==> src/rtl/lab_arith_pkg.sv <==
// Shared definitions for the lab arithmetic blocks: FSM state encoding and default operand width.
package lab_arith_pkg;

    localparam int DEFAULT_WIDTH = 8;

    typedef enum logic [1:0] {
        IDLE  = 2'b00,
        SHIFT = 2'b01,
        DONE  = 2'b10
    } state_t;

endpackage

==> src/rtl/full_adder_cell.sv <==
// 1-bit full adder, the dual of the lab full subtractor cell.
// Latency: purely combinational.
// Backpressure: none, no handshake.
module full_adder_cell (
    input  logic a,
    input  logic b,
    input  logic ci,
    output logic s,
    output logic co
);

    assign s  = a ^ b ^ ci;
    assign co = (a & b) | (a & ci) | (b & ci);

endmodule

==> src/rtl/serial_full_adder.sv <==
// Bit-serial WIDTH-bit adder: {cout,sum} = a + b + cin, one bit per clock, LSB first.
// Latency: done is high in the cycle after edge E0+WIDTH, where E0 is the accepting edge.
// Backpressure: start is ignored while busy; a start seen in the DONE cycle is taken back-to-back.
module serial_full_adder
    import lab_arith_pkg::*;
#(
    parameter int WIDTH = DEFAULT_WIDTH
) (
    input  logic             clk,
    input  logic             rst_n,
    input  logic             start,
    input  logic [WIDTH-1:0] a,
    input  logic [WIDTH-1:0] b,
    input  logic             cin,
    output logic             busy,
    output logic             done,
    output logic [WIDTH-1:0] sum,
    output logic             cout
);

    localparam int CNT_W = $clog2(WIDTH + 1);

    state_t             state, state_nxt;
    logic               load;
    logic               last_bit;
    logic [WIDTH-1:0]   a_sr, b_sr, sum_sr;
    logic               carry;
    logic [CNT_W-1:0]   cnt;
    logic               bit_s, bit_co;

    full_adder_cell u_fa (
        .a  (a_sr[0]),
        .b  (b_sr[0]),
        .ci (carry),
        .s  (bit_s),
        .co (bit_co)
    );

    assign last_bit = (cnt == CNT_W'(WIDTH - 1));
    assign busy     = (state == SHIFT);
    assign done     = (state == DONE);

    always_ff @(posedge clk or negedge rst_n) begin
        if (!rst_n) begin
            state <= IDLE;
        end else begin
            state <= state_nxt;
        end
    end

    always_comb begin
        state_nxt = state;
        load      = 1'b0;
        case (state)
            IDLE: begin
                if (start) begin
                    load      = 1'b1;
                    state_nxt = SHIFT;
                end
            end
            SHIFT: begin
                if (last_bit) begin
                    state_nxt = DONE;
                end
            end
            DONE: begin
                if (start) begin
                    load      = 1'b1;
                    state_nxt = SHIFT;
                end else begin
                    state_nxt = IDLE;
                end
            end
            default: state_nxt = IDLE;
        endcase
    end

    // sum/cout are loaded from the final shift value so they never expose partial results.
    always_ff @(posedge clk or negedge rst_n) begin
        if (!rst_n) begin
            a_sr   <= '0;
            b_sr   <= '0;
            sum_sr <= '0;
            carry  <= 1'b0;
            cnt    <= '0;
            sum    <= '0;
            cout   <= 1'b0;
        end else if (load) begin
            a_sr  <= a;
            b_sr  <= b;
            carry <= cin;
            cnt   <= '0;
        end else if (state == SHIFT) begin
            a_sr   <= a_sr >> 1;
            b_sr   <= b_sr >> 1;
            sum_sr <= {bit_s, sum_sr[WIDTH-1:1]};
            carry  <= bit_co;
            cnt    <= cnt + CNT_W'(1);
            if (last_bit) begin
                sum  <= {bit_s, sum_sr[WIDTH-1:1]};
                cout <= bit_co;
            end
        end
    end

endmodule
==> config.mk <==
export PLATFORM = sky130hd
export DESIGN_NAME = serial_full_adder
export DESIGN_NICKNAME = d
export VERILOG_FILES = /design/src/rtl/lab_arith_pkg.sv /design/src/rtl/full_adder_cell.sv /design/src/rtl/serial_full_adder.sv
export SDC_FILE = /design/constraint.sdc
export NUM_CORES = 1
export LEC_CHECK = 0
export CORE_MARGIN = 5
export CORE_UTILIZATION = 50
export DETAILED_ROUTE_END_ITERATION = 10
export PLACE_DENSITY = 0.77
export SLEW_MARGIN = 15
export SYNTH_ARGS = -nofsm -noshare
export SYNTH_HDL_FRONTEND = slang
export SYNTH_HIERARCHICAL = 1
export SYNTH_SLANG_ARGS = --single-unit
==> constraint.sdc <==
create_clock -name clk -period 2 [get_ports clk]
set_input_delay 0.3 -clock clk [delete_from_list [all_inputs] [get_ports clk]]
set_output_delay 0.3 -clock clk [all_outputs]
set_load 0.01 [all_outputs]
=== Word level (Yosys, flattened, before mapping) ===
Cells that the tools add are included.

* Flip-flop bits (word level): 40
* Bits of input ports: 20
* Output and inout port bits: 11
* Word-level logic and storage cells: 42

* Add/subtract/negate cells: 1
* Equality and inequality tests: 5
* Multiplexer cells: 14
* Bitwise gates (word level): 8
* Reductions and logical operators: 6

{| class="wikitable"
|+ Operators by type and width
! kind !! number
|-
| $mux W8 || 4
|-
| $mux W4 || 2
|-
| $pmux W2 S3 || 1
|-
| $mux W1 || 5
|-
| $add A4 B1 Y4 const B || 1
|-
| $eq A4 B3 Y1 const B || 1
|-
| $mux W2 || 2
|-
| $reduce_and A2 Y1 || 2
|-
| $and A1 B1 Y1 || 3
|-
| $reduce_and A3 Y1 || 1
|-
| $eq A2 B1 Y1 const B || 1
|-
| $eq A2 B2 Y1 const B || 1
|-
| $logic_not A2 Y1 || 1
|-
| $ne A2 B1 Y1 const B || 1
|-
| $ne A2 B2 Y1 const B || 1
|-
| $or A1 B1 Y1 || 2
|-
| $reduce_bool A2 Y1 || 1
|-
| $reduce_or A2 Y1 || 1
|-
| $xor A1 B1 Y1 || 2
|-
| $not A1 Y1 || 1
|}

=== Logic depth before layout (Yosys ltp) ===
* Depth after elaboration: 5
* Mapped depth: 6
* Mapped depth without buffers: 4

=== Modules after synthesis ===
The synthesis kept the hierarchy.

{| class="wikitable"
|+ By module, submodules not included
! module !! instances !! cells each !! area an instance (um2) !! sequential area each (um2)
|-
| serial_full_adder || 1 || 157 || 1611.5 || 975.9
|-
| full_adder_cell || 1 || 1 || 20.0 || 0.0
|}

=== Worst setup path before layout ===
OpenSTA, ideal clock, no wires.

* Kind: register -> register
* Start point: register state[1]
* End point: register cout
* Setup time: 0.125 ns
* Data arrival time: 1.337 ns
* Required time: 1.875 ns
* Path slack: 0.539 ns
* Cell stages (with the launch flop): 5
* Path buffers: 1
* Period minus slack after synthesis: 1.461 ns
* Path through: dfrtp_1 nand2b_1 buf_6 nor3_4 mux2_2

* Longest elaborated chain between the ends: 5
* Elaborated cells on any way between the ends: 7
* Classes of those cells: 2 x eq/ne; 1 x mux; 1 x bitwise; 3 x reduce/logical

{| class="wikitable"
|+ RTL lines
! element !! line !! text
|-
| start, declared || serial_full_adder.sv:23 || <nowiki>state_t state, state_nxt;</nowiki>
|-
| start signal, assigned || serial_full_adder.sv:47 || <nowiki>state <= state_nxt;</nowiki>
|-
| $eq A2 B2 Y1 / $logic_not A2 Y1 (equally long branches) || serial_full_adder.sv:54 || <nowiki>case (state)</nowiki>
|-
| $reduce_or A2 Y1 (no source line) || n/a ||
|-
| $mux W1 || n/a ||
|-
| $not A1 Y1 (no source line) || n/a ||
|-
| $reduce_and A3 Y1 (no source line) (*) || n/a ||
|-
| end signal, assigned || serial_full_adder.sv:101 || <nowiki>cout <= bit_co;</nowiki>
|-
| end, declared || serial_full_adder.sv:18 || <nowiki>output logic cout</nowiki>
|}

Every way passes the cells marked *; elsewhere a longest branch is shown, timed or not.
A chain may end at the register's enable or synchronous reset.

=== Final worst setup path ===
* Start point: register state[1]
* End point: output port busy

* Longest elaborated chain between the ends: 1

{| class="wikitable"
|+ RTL lines
! element !! line !! text
|-
| $eq A2 B1 Y1 || serial_full_adder.sv:40 || <nowiki>assign busy = (state == SHIFT);</nowiki>
|-
| end, declared || serial_full_adder.sv:15 || <nowiki>output logic busy,</nowiki>
|}

Every way passes these cells.

==> impl_metrics.env <==
export IMPL_slew_headroom_pct=43.0
export IMPL_ir_worst_vdd_mv=0.718
export IMPL_post_cts_buffers=0
export IMPL_routed_wl_um=3250
export IMPL_antenna_found_initial=0
export IMPL_cp_startpoint="state[1]$_DFFE_PN0P_"
export IMPL_synth_ff_type="dfrtp_1"
export IMPL_status="completed"
export IMPL_finalCriticalPeriod_ps=1890
export IMPL_n_antenna_cell=0
export IMPL_regToRegSetupSlack_ps=410
export IMPL_p_leak_nw=0.930
export IMPL_seq_area_sq_um=976
export IMPL_portBuffers=30
export IMPL_layout_drive_gt1_share_pct=12.6
export IMPL_drt_iter0_markers=82
export IMPL_vias=1212
export IMPL_slew_violations=0
export IMPL_synth_edf_count=0
export IMPL_yosysSeqAreaShare_pct=59.8
export IMPL_cts_made_buffers=5
export IMPL_cts_resized=0
export IMPL_synthDistinctLibCells=26
export IMPL_p_total_mw=3.02
export IMPL_setup_ws_ps=115
export IMPL_avgSynthCellArea_sq_um=10.3
export IMPL_viasPerCell=5.18
export IMPL_arrival_ps=1590
export IMPL_min_path_type="in2async"
export IMPL_drv_cap=0
export IMPL_synth_area_leaders="dfrtp_1 (60%), nand2_1 (11%), mux2_2 (6.2%)"
export IMPL_dr_pass1_iters=5
export IMPL_yosysMostFrequentCell="nand2_1"
export IMPL_grt_start_max_net_pins=40
export IMPL_synth_fp_nets=180
export IMPL_final_nets=212
export IMPL_reg2reg_to="sum[6]$_DFFE_PN0P_"
export IMPL_fin_skew_ps=10.4
export IMPL_gp_congestion=0.756
export IMPL_start_kind="flip-flop"
export IMPL_rows=20
export IMPL_hold_viol=0
export IMPL_endpoint_kind="output port"
export IMPL_yosys_area_top_type="dfrtp_1"
export IMPL_rsz0062_at_grt="no"
export IMPL_synthCells=158
export IMPL_r2r_start="cnt[0]$_DFFE_PN0P_"
export IMPL_setup_viol=0
export IMPL_synth_top_area_share_pct=59.8
export IMPL_coreArea_sq_um=3100
export IMPL_synth_async_sr_flop_share_pct=100
export IMPL_pin_count=31
export IMPL_max_clock_freq_ghz=0.530
export IMPL_grt_pass1_vias=1245
export IMPL_drcViolationCount=0
export IMPL_die_y_um=67.1
export IMPL_crit_type="reg2out"
export IMPL_clock_latency_ps=340
export IMPL_clock_path_buffers=2
export IMPL_synth_top_cells_by_count="nand2_1 (49), dfrtp_1 (39), nor2_1 (14)"
export IMPL_postCtsHoldBufs=0
export IMPL_period_share_pct=94.3
export IMPL_ys_ff_latch=39
export IMPL_worst_ep_required_time_ps=1700
export IMPL_grt_ovfl_total=0
export IMPL_fillers=282
export IMPL_start_util_pct=52.6
export IMPL_synth_warnings=6
export IMPL_multi_input_area_sq_um=609
export IMPL_htreeDepth=2
export IMPL_wire_per_inst_um=13.9
export IMPL_tightestPinTransition_ps=854
export IMPL_worstRegToRegCells=4
export IMPL_grt_util_all_layers_pct=17.0
export IMPL_area_growth_pct=24.2
export IMPL_root_buffer="clkbuf_4"
export IMPL_cts_tree="built"
export IMPL_cts_sinks=39
export IMPL_grt_pass1_wl_um=5660
export IMPL_netlist_area_sq_um=1630
export IMPL_crit_path_max_fanout=4
export IMPL_post_place_ws_ps=401
export IMPL_detail_route_antenna_nets=0
export IMPL_dieArea_sq_um=4510
export IMPL_tns_ps=0
export IMPL_path_clk_slew_ps=110
export IMPL_p_per_area_nw_per_um2=1490
export IMPL_die_w_um=67.1
export IMPL_hpwl_um=2290
[how the worst max path moves through the flow]
stage / endpoint / slack (ps) / cells past startpoint
2_1_floorplan: cout$_DFFE_PN0P_ / 540 / 4
3_3_place_gp: a_sr[4]$_DFFE_PN0P_ / 410 / 5
3_5_place_dp: sum[6]$_DFFE_PN0P_ / 400 / 3
4_1_cts: busy / 70 / 3
5_1_grt: busy / 30 / 3
6_report: busy / 110 / 3
[cells by family (layout without fill, tap and decap cells)]
| group | count (synthesis) | after routing | share of synthesized area [%] |
|---|---|---|---|
| adders and majority gates | 2 | 2 | 1.99 |
| muxes | 10 | 10 | 6.83 |
| xor gates and xnor gates | 1 | 1 | 0.537 |
| buffers and inverters | 10 | 42 | 2.99 |
| AOI/OAI and AO/OA | 20 | 20 | 7.98 |
| DFF | 39 | 39 | 59.8 |
| and+or+nand+nor | 76 | 76 | 19.9 |
[placed cells by master, fill, tap and decap left out, types with 2 or more instances in the layout]
| cell type | Yosys | final |
|---|---|---|
| and2b_1 | 2 | 2 |
| nand2_1 | 49 | 49 |
| dfrtp_1 | 39 | 39 |
| a31oi_1 | 10 | 10 |
| o22ai_1 | 2 | 2 |
| clkdlybuf4s50_1 | 0 | 29 |
| a22o_1 | 2 | 2 |
| a22oi_1 | 3 | 3 |
| o21ai_0 | 2 | 2 |
| nand3_1 | 4 | 4 |
| clkbuf_4 | 0 | 5 |
| mux2_2 | 9 | 9 |
| nor2_1 | 14 | 14 |
| buf_4 | 0 | 4 |
| nor3_1 | 2 | 2 |
[through the flow]
| step | cells | util [%] | instance area, sq um | hold WS, ps |
|---|---|---|---|---|
| final | 234 | 65.3 | 2030 | 59.7 |
| after global routing | 234 | 65.3 | 2030 | 130 |
| after CTS | 234 | 65.2 | 2020 | 83.1 |
| after detailed placement | 227 | 63.4 | 1970 | 469 |
| after global placement | 227 | 63.4 | 1970 | 446 |
| after floorplan | 158 | - | 1630 | 4.41 |
[worst max-delay path, stage by stage (launching register included)]
cell             delay (ps)
dfrtp_1                 400
nand2b_2                230
inv_2                    80
clkdlybuf4s50_1         540
[final cells by class]
class                   instances  area share [%]
clock buffers                   6            2.53
clock inverters                 1           0.247
inverters                       1           0.185
multi-input cells             109            30.1
flip-flops and latches         39            48.2
well taps                      44            2.72
repair buffers                 34            16.1
[metal layers]
layer / track usage [%] / part of all wire, %
met1: 20.5 / 44
met2: 28.7 / 51
met3: 5.90 / 4.0
met4: 4.56 / 1.3
met5: 0 / 0
[state kept, by name, summed over array words and instances (netlist names)]
name and cells:
cout 1, b_sr 8, carry 1, state 2, a_sr 8, cnt 4
sum_sr 7, sum 8
[power breakdown]
part / internal, mW / leakage (nW) / switching [mW]
sequential: 1.15 / 0.487 / 0.226
clock: 0.163 / 0.0341 / 0.241
combinational: 0.598 / 0.409 / 0.643
total: 1.91 / 0.930 / 1.11
No activity file was read; power rests on OpenSTA's default activity.
